### config.mk
export PLATFORM = sky130hd
export DESIGN_NAME = wifi_tx_mapper_ctrl_flat
export DESIGN_NICKNAME = d
export VERILOG_FILES = /design/src/rtl/wifi_tx_mapper_ctrl_if.sv /design/src/rtl/wifi_tx_mapper_ctrl.sv /design/src/flat_wrapper.sv
export SDC_FILE = /design/constraint.sdc
export NUM_CORES = 1
export LEC_CHECK = 0
export ABC_CLOCK_PERIOD_IN_PS = 5700
export BUFFER_PORTS_ARGS = -buffer_cell sky130_fd_sc_hd__buf_2
export CAP_MARGIN = 20
export CORE_ASPECT_RATIO = 0.9
export CORE_MARGIN = 5
export CORE_UTILIZATION = 25
export CTS_CLUSTER_SIZE = 10
export DETAILED_ROUTE_END_ITERATION = 8
export HOLD_SLACK_MARGIN = 0.03
export PLACE_DENSITY = 0.43
export SYNTH_ARGS = -nofsm -noshare
export SYNTH_HDL_FRONTEND = slang
export SYNTH_SLANG_ARGS = --single-unit
### constraint.sdc
create_clock -name clk -period 5.7 [get_ports clk]
set_clock_uncertainty 0.1 [all_clocks]
set_input_delay 0.285 -clock clk [delete_from_list [all_inputs] [get_ports clk]]
set_output_delay 0.285 -clock clk [all_outputs]
set_load 0.02 [all_outputs]
### src/rtl/wifi_tx_mapper_ctrl_if.sv
// rtl/wifi_tx_mapper_ctrl_if.sv - bit-stream, start/config and mapper-strobe signals of the TX mapper sequencer
// Optional pilot_slot member exists only when WIFI_TX_MAPPER_CTRL_PILOT_EN is defined.
interface wifi_tx_mapper_ctrl_if;
    logic       frame_start;
    logic [1:0] mod_sel;
    logic [7:0] n_sym;
    logic       bit_in;
    logic       bit_valid;
    logic       bit_ready;
    logic       out_ready;
    logic       map_valid;
    logic [1:0] map_sel;
    logic [5:0] map_data;
    logic [5:0] carr_idx;
    logic       sym_done;
    logic       frame_done;
    logic       busy;
`ifdef WIFI_TX_MAPPER_CTRL_PILOT_EN
    logic       pilot_slot;
`endif

    modport master (
        output frame_start, mod_sel, n_sym, bit_in, bit_valid, out_ready,
        input  bit_ready, map_valid, map_sel, map_data, carr_idx, sym_done, frame_done, busy
`ifdef WIFI_TX_MAPPER_CTRL_PILOT_EN
        , input pilot_slot
`endif
    );

    modport slave (
        input  frame_start, mod_sel, n_sym, bit_in, bit_valid, out_ready,
        output bit_ready, map_valid, map_sel, map_data, carr_idx, sym_done, frame_done, busy
`ifdef WIFI_TX_MAPPER_CTRL_PILOT_EN
        , output pilot_slot
`endif
    );
endinterface

### src/rtl/wifi_tx_mapper_ctrl.sv
// rtl/wifi_tx_mapper_ctrl.sv - packs serial bits into N_BPSC groups and strobes the selected constellation mapper
// Optional pilot-slot insertion (52-slot symbols) is enabled by defining WIFI_TX_MAPPER_CTRL_PILOT_EN.
module wifi_tx_mapper_ctrl #(
    parameter int N_CARR = 48
) (
    input logic                  clk,
    input logic                  reset,
    wifi_tx_mapper_ctrl_if.slave bus
);
    localparam logic [1:0] S_IDLE    = 2'd0;
    localparam logic [1:0] S_COLLECT = 2'd1;
    localparam logic [1:0] S_ISSUE   = 2'd2;

`ifdef WIFI_TX_MAPPER_CTRL_PILOT_EN
    localparam int N_SLOT = N_CARR + 4;
`else
    localparam int N_SLOT = N_CARR;
`endif
    localparam logic [5:0] LAST_SLOT = 6'(N_SLOT - 1);

    logic [1:0] state_q, state_d;
    logic [1:0] mod_q, mod_d;
    logic [7:0] nsym_q, nsym_d;
    logic [7:0] sym_q, sym_d;
    logic [5:0] shreg_q, shreg_d;
    logic [2:0] bcnt_q, bcnt_d;
    logic [5:0] slot_q, slot_d;
    logic [5:0] carr_q, carr_d;
    logic       busy_q, busy_d;
    logic       map_valid_q, map_valid_d;
    logic [5:0] map_data_q, map_data_d;
    logic [5:0] carr_idx_q, carr_idx_d;
    logic       sym_done_q, sym_done_d;
    logic       frame_done_q, frame_done_d;
`ifdef WIFI_TX_MAPPER_CTRL_PILOT_EN
    logic       pilot_q, pilot_d;
`endif

    logic [2:0] nbpsc;
    logic       start_ok;
    logic       take_bit;
    logic       group_full;
    logic       fire;
    logic       pilot_now;
    logic       next_pilot;
    logic       data_fire;
    logic       last_slot;
    logic       last_sym;
    logic       frame_end;

    always_comb begin
        case (mod_q)
            2'b00:   nbpsc = 3'd1;
            2'b01:   nbpsc = 3'd2;
            2'b10:   nbpsc = 3'd4;
            default: nbpsc = 3'd6;
        endcase
    end

`ifdef WIFI_TX_MAPPER_CTRL_PILOT_EN
    // Slot counter includes pilots; carr_q counts data carriers only.
    assign pilot_now  = (slot_q == 6'd5)  || (slot_q == 6'd19) ||
                        (slot_q == 6'd32) || (slot_q == 6'd46);
    assign next_pilot = (slot_q == 6'd4)  || (slot_q == 6'd18) ||
                        (slot_q == 6'd31) || (slot_q == 6'd45);
`else
    assign pilot_now  = 1'b0;
    assign next_pilot = 1'b0;
`endif

    assign start_ok   = (state_q == S_IDLE) && bus.frame_start && (bus.n_sym != 8'd0);
    assign take_bit   = (state_q == S_COLLECT) && bus.bit_valid;
    assign group_full = take_bit && (bcnt_q == nbpsc - 3'd1);
    assign fire       = (state_q == S_ISSUE) && bus.out_ready;
    assign data_fire  = fire && !pilot_now;
    assign last_slot  = (slot_q == LAST_SLOT);
    assign last_sym   = (sym_q == nsym_q - 8'd1);
    assign frame_end  = data_fire && last_slot && last_sym;

    always_ff @(posedge clk or negedge reset) begin
        if (!reset) begin
            state_q <= S_IDLE;
        end else begin
            state_q <= state_d;
        end
    end

    always_comb begin
        state_d = state_q;
        case (state_q)
            S_IDLE: begin
                if (start_ok) state_d = S_COLLECT;
            end
            S_COLLECT: begin
                if (group_full) state_d = S_ISSUE;
            end
            S_ISSUE: begin
                if (fire) begin
                    if (frame_end)                     state_d = S_IDLE;
                    else if (next_pilot && !last_slot) state_d = S_ISSUE;
                    else                               state_d = S_COLLECT;
                end
            end
            default: state_d = S_IDLE;
        endcase
    end

    always_comb begin
        bus.bit_ready = (state_q == S_COLLECT);
    end

    always_comb begin
        mod_d        = mod_q;
        nsym_d       = nsym_q;
        sym_d        = sym_q;
        shreg_d      = shreg_q;
        bcnt_d       = bcnt_q;
        slot_d       = slot_q;
        carr_d       = carr_q;
        busy_d       = busy_q;
        // Strobe-qualified outputs are forced to 0 whenever no carrier issues.
        map_valid_d  = data_fire;
        map_data_d   = data_fire ? shreg_q : 6'd0;
        carr_idx_d   = data_fire ? carr_q  : 6'd0;
        sym_done_d   = data_fire && last_slot;
        frame_done_d = frame_end;
`ifdef WIFI_TX_MAPPER_CTRL_PILOT_EN
        pilot_d      = fire && pilot_now;
`endif

        if (start_ok) begin
            mod_d   = bus.mod_sel;
            nsym_d  = bus.n_sym;
            sym_d   = 8'd0;
            shreg_d = 6'd0;
            bcnt_d  = 3'd0;
            slot_d  = 6'd0;
            carr_d  = 6'd0;
            busy_d  = 1'b1;
        end

        if (take_bit) begin
            shreg_d = {shreg_q[4:0], bus.bit_in};
            bcnt_d  = group_full ? 3'd0 : bcnt_q + 3'd1;
        end

        if (fire) begin
            if (data_fire) shreg_d = 6'd0;
            if (last_slot) begin
                slot_d = 6'd0;
                carr_d = 6'd0;
                sym_d  = sym_q + 8'd1;
            end else begin
                slot_d = slot_q + 6'd1;
                if (data_fire) carr_d = carr_q + 6'd1;
            end
        end

        if (frame_end) busy_d = 1'b0;
    end

    always_ff @(posedge clk or negedge reset) begin
        if (!reset) begin
            mod_q        <= 2'd0;
            nsym_q       <= 8'd0;
            sym_q        <= 8'd0;
            shreg_q      <= 6'd0;
            bcnt_q       <= 3'd0;
            slot_q       <= 6'd0;
            carr_q       <= 6'd0;
            busy_q       <= 1'b0;
            map_valid_q  <= 1'b0;
            map_data_q   <= 6'd0;
            carr_idx_q   <= 6'd0;
            sym_done_q   <= 1'b0;
            frame_done_q <= 1'b0;
`ifdef WIFI_TX_MAPPER_CTRL_PILOT_EN
            pilot_q      <= 1'b0;
`endif
        end else begin
            mod_q        <= mod_d;
            nsym_q       <= nsym_d;
            sym_q        <= sym_d;
            shreg_q      <= shreg_d;
            bcnt_q       <= bcnt_d;
            slot_q       <= slot_d;
            carr_q       <= carr_d;
            busy_q       <= busy_d;
            map_valid_q  <= map_valid_d;
            map_data_q   <= map_data_d;
            carr_idx_q   <= carr_idx_d;
            sym_done_q   <= sym_done_d;
            frame_done_q <= frame_done_d;
`ifdef WIFI_TX_MAPPER_CTRL_PILOT_EN
            pilot_q      <= pilot_d;
`endif
        end
    end

    assign bus.map_valid  = map_valid_q;
    assign bus.map_sel    = mod_q;
    assign bus.map_data   = map_data_q;
    assign bus.carr_idx   = carr_idx_q;
    assign bus.sym_done   = sym_done_q;
    assign bus.frame_done = frame_done_q;
    assign bus.busy       = busy_q;
`ifdef WIFI_TX_MAPPER_CTRL_PILOT_EN
    assign bus.pilot_slot = pilot_q;
`endif
endmodule

### src/flat_wrapper.sv
// flat-port wrapper written by rule: the top's interface ports become plain ports
module wifi_tx_mapper_ctrl_flat 
#(
    parameter int N_CARR = 48
)
  (clk, reset, bus_frame_start, bus_mod_sel, bus_n_sym, bus_bit_in, bus_bit_valid, bus_out_ready, bus_bit_ready, bus_map_valid, bus_map_sel, bus_map_data, bus_carr_idx, bus_sym_done, bus_frame_done, bus_busy);
  wifi_tx_mapper_ctrl_if bus_i ();
  input logic clk;
  input logic reset;
  input wire logic [$bits(bus_i.frame_start)-1:0] bus_frame_start;
  input wire logic [$bits(bus_i.mod_sel)-1:0] bus_mod_sel;
  input wire logic [$bits(bus_i.n_sym)-1:0] bus_n_sym;
  input wire logic [$bits(bus_i.bit_in)-1:0] bus_bit_in;
  input wire logic [$bits(bus_i.bit_valid)-1:0] bus_bit_valid;
  input wire logic [$bits(bus_i.out_ready)-1:0] bus_out_ready;
  output wire logic [$bits(bus_i.bit_ready)-1:0] bus_bit_ready;
  output wire logic [$bits(bus_i.map_valid)-1:0] bus_map_valid;
  output wire logic [$bits(bus_i.map_sel)-1:0] bus_map_sel;
  output wire logic [$bits(bus_i.map_data)-1:0] bus_map_data;
  output wire logic [$bits(bus_i.carr_idx)-1:0] bus_carr_idx;
  output wire logic [$bits(bus_i.sym_done)-1:0] bus_sym_done;
  output wire logic [$bits(bus_i.frame_done)-1:0] bus_frame_done;
  output wire logic [$bits(bus_i.busy)-1:0] bus_busy;
  assign bus_i.frame_start = bus_frame_start;
  assign bus_i.mod_sel = bus_mod_sel;
  assign bus_i.n_sym = bus_n_sym;
  assign bus_i.bit_in = bus_bit_in;
  assign bus_i.bit_valid = bus_bit_valid;
  assign bus_i.out_ready = bus_out_ready;
  assign bus_bit_ready = bus_i.bit_ready;
  assign bus_map_valid = bus_i.map_valid;
  assign bus_map_sel = bus_i.map_sel;
  assign bus_map_data = bus_i.map_data;
  assign bus_carr_idx = bus_i.carr_idx;
  assign bus_sym_done = bus_i.sym_done;
  assign bus_frame_done = bus_i.frame_done;
  assign bus_busy = bus_i.busy;
  wifi_tx_mapper_ctrl #(.N_CARR(N_CARR)) u_core (.clk(clk), .reset(reset), .bus(bus_i));
endmodule
==> impl_metrics.csv <==
group,metric,value,unit
critical_path,r2r_start,"u_core.nsym_q[0]$_DFFE_PN0P_",
logic_synthesis,yosys.area.top_type,"dfrtp_1",
placed_design,dpl.hpwl,4120,µm
logic_synthesis,synth_area_per_cell,10.7,µm²
floorplan,start_util,25.3,%
drt,wl_met3,280,µm
timing,drv_slew,0,
pwr,p_int,1.06,mW
logic_synthesis,synth_cell_type_count,46,
drt,vias_per_cell,4.61,
floorplan,fp.dieW,120,µm
floorplan,die_h,109,µm
pwr,p_leak,1.58,nW
critical_path,cp_slowest_stage_delay,0.44,ns
logic_synthesis,yosysWarningCount,0,
timing,fin_crit_sh,39.4,%
logic_synthesis,syn_area,2730,µm²
logic_synthesis,yosys-top-cells-area,"dfrtp_1 52%, nand2_1 4.8%, xor2_1 3.5%",
clock_network,clkLatencyLatePin,0.32,ns
drt,wl_met2,2770,µm
pwr,switchingPower,0.481,mW
clock_network,path_clk_slew,0.05,ns
grt,grt_max_degree,58,
clock_network,cts_tree,"yes",
clock_network,numCtsBuffers,9,
critical_path,path_class,"flop to flop",
pwr,clkPwrFrac,38.2,%
floorplan,io_pins,35,
floorplan,dieArea,13100,µm²
grt,gr-total-overflow,0,
logic_synthesis,synth_ff_type,"dfrtp_1",
logic_synthesis,synthArstFlopShare,100,%
pwr,p_seq_share,37.4,%
worst_hold_path,hold_path_class,"input port to async pin",
floorplan,core,10800,µm²
critical_path,worstSetupEndpointType,"flop",
drt,met1Wirelength,2980,µm
grt,grt_pass1_vias,1989,
clock_network,holdBufCountCts,0,
critical_path,r2r_setup_slack,3.46,ns
critical_path,arrival,2.33,ns
critical_path,critPathBufInv,1,
cells_and_area,insertedDiodeCount,0,
critical_path,ff2ff_path_depth,7,
timing,period_minus_slack,2.24,ns
pwr,power.density,458,nW/µm²
timing,slew_headroom,49.7,%
timing,rsz0062_at_grt,"no",
pwr,max-vdd-ir-drop,0.208,mV
timing,setup_tns,0,ns
clock_network,cts_resized,0,
timing,fmax,446,MHz
placed_design,gp_congestion,0.702,
logic_synthesis,postSynthCellCount,256,
logic_synthesis,synth_nets,277,
drt,drt_iter0_markers,121,
drt,ant_nets,0,
grt,grt_pass1_wl,10400,µm
critical_path,critPathMaxFanout,8,
critical_path,r2r_end,"u_core.bus.busy$_DFFE_PN0P_",
floorplan,std_cell_rows,36,
drt,top_layer_used,"met4",
critical_path,cpMaxStageDelayCell,"dfrtp_1",
grt,grt_usage,10.2,%
placed_design,portBuffers,34,
logic_synthesis,synth-edff-count,0,
grt,antenna_found_initial,0,
drt,drc_errors,0,
critical_path,crit_path_start_kind,"flop",
drt,first_pass_iters,4,
cells_and_area,drive_gt1_share,22.7,%
cells_and_area,fin_nets,316,
logic_synthesis,ys_seq_area_share,52.3,%
cells_and_area,area_delta_synth_final,23.5,%
critical_path,crit_cells,7,
critical_path,required,5.79,ns
timing,hold_viol_final,0,
clock_network,clockBufferDepth,2,
drt,vias,1993,
drt,wirelength,6090,µm
critical_path,worstPathCellList,"inv_1 -> ha_1 -> o21bai_1 -> a2111oi_0 -> a311oi_1 -> a2111oi_4 -> nor2_1",
timing,setup_viol,0,
clock_network,post_cts_buffers,0,
critical_path,path_delay_family,"compound AO/OA/AOI/OAI gates",
pwr,power,1.54,mW
drt,routedWlPerCell,14.1,µm
pwr,combPwrFrac,24.4,%
status,status,"finished clean",
pwr,switching_share,31.2,%
clock_network,h-tree-depth,3,
logic_synthesis,synth_top_area_share,52.3,%
timing,worst_pin_slew,0.755,ns
clock_network,cts_root_buffer,"clkbuf_16",
clock_network,cts.sinks,57,
logic_synthesis,synth-seq-cells,57,
run,maxCapViolCount,0,
## cell usage after synthesis (2+ instances only)
library cell / number
xor2_1: 11
nand3b_1: 3
nor4_1: 3
dfrtp_1: 57
nand2b_1: 7
ha_1: 5
a2111oi_4: 2
a22o_1: 5
o21ai_0: 15
nor4_4: 2
nand3_1: 12
a2111oi_0: 2
a21oi_1: 2
o31ai_1: 4
nor2_1: 15
and2_1: 14
buf_2: 2
clkbuf_1: 5
nand2_1: 35
nand4_1: 6
nor3_1: 2
inv_1: 6
mux2_2: 8
o22ai_1: 3
xnor2_1: 5
and3_1: 2
nor2b_1: 4
## cells in the final DEF, fill, tap and decap left out, drive strengths merged, types with 2 or more instances in the layout
| cell | instances |
|---|---|
| dfrtp | 57 |
| buf | 36 |
| nand2 | 35 |
| nor2 | 16 |
| o21ai | 16 |
| and2 | 14 |
| clkbuf | 13 |
| nand3 | 12 |
| xor2 | 11 |
| mux2 | 8 |
| nand2b | 7 |
| inv | 6 |
| nand4 | 6 |
| xnor2 | 5 |
| a22o | 5 |
| ha | 5 |
| nor4 | 5 |
| nor2b | 4 |
| o31ai | 4 |
| a2111oi | 4 |
| nand3b | 3 |
| o22ai | 3 |
| nor3 | 3 |
| and3 | 2 |
| a21oi | 2 |
| bufinv | 2 |
## layout make-up
type | instances | area, µm²
Timing Repair Buffer | 36 | 185
Multi-Input combinational cell | 184 | 1240
Clock buffer | 13 | 270
Clock inverter | 2 | 60.1
Inverter | 7 | 26.3
Tap cell | 133 | 166
Fill cell | 1073 | 7390
Sequential cell | 57 | 1430
## kinds of logic after synthesis
logic type | Yosys count | synth area share (%)
multiplexers | 9 | 3.67
adder cells (fa/ha/maj) | 5 | 2.29
XOR/XNOR | 16 | 5.14
AO/OA/AOI/OAI | 44 | 12.6
buffers and inverters | 15 | 2.43
flip-flops | 57 | 52.3
AND/OR/NAND/NOR | 110 | 21.6
## routing by layer
metal | vias to the layer above | track usage (%)
li1 | 980 | -
met5 | - | 0
met2 | 43 | 15.5
met3 | 2 | 3.06
met4 | 0 | 4.66
met1 | 968 | 13.5
## per-stage QoR
step	area, µm²	hold slack (ns)	setup WS, ns	instances	util (%)
after floorplan	2730	-0.111	3.64	256	-
after global placement	3040	0.372	3.27	417	28.2
after detailed placement	3040	0.372	3.30	417	28.2
after CTS	3370	0.0576	3.43	432	31.3
after global routing	3370	0.0834	3.23	432	31.3
final	3370	0.0234	3.46	432	31.3
## worst max-delay path by stage
stage	to	startpoint	slack, ns
after floorplan	u_core.state_q[0]$_DFFE_PN0P_	u_core.nsym_q[0]$_DFFE_PN0P_	3.64
after global placement	u_core.carr_q[3]$_DFFE_PN0P_	bus_n_sym[7]	3.27
after detailed placement	u_core.carr_q[3]$_DFFE_PN0P_	bus_n_sym[1]	3.30
after CTS	u_core.bus.busy$_DFFE_PN0P_	u_core.nsym_q[0]$_DFFE_PN0P_	3.43
after global routing	u_core.carr_q[3]$_DFFE_PN0P_	u_core.state_q[0]$_DFFE_PN0P_	3.23
final	u_core.bus.busy$_DFFE_PN0P_	u_core.nsym_q[0]$_DFFE_PN0P_	3.46
## sequential cells by signal, summed over array words and instances, names as in the netlist
name                   cells
u_core.nsym_q              8
u_core.sym_q               8
u_core.bus.carr_idx        6
u_core.bus.map_data        6
u_core.carr_q              6
u_core.shreg_q             6
u_core.slot_q              6
u_core.bcnt_q              3
u_core.bus.map_sel         2
u_core.state_q             2
u_core.bus.busy            1
u_core.bus.frame_done      1
u_core.bus.map_valid       1
u_core.bus.sym_done        1
## power by group through the flow
stage          combinational [mW]  clock [mW]  sequential, mW
2_1_floorplan               0.293           0           0.570
3_3_place_gp                0.379           0           0.584
3_5_place_dp                0.382           0           0.585
4_1_cts                     0.384       0.610           0.579
5_1_grt                     0.420       0.630           0.593
6_report                    0.376       0.591           0.577
No activity file was read; power rests on OpenSTA's default activity.
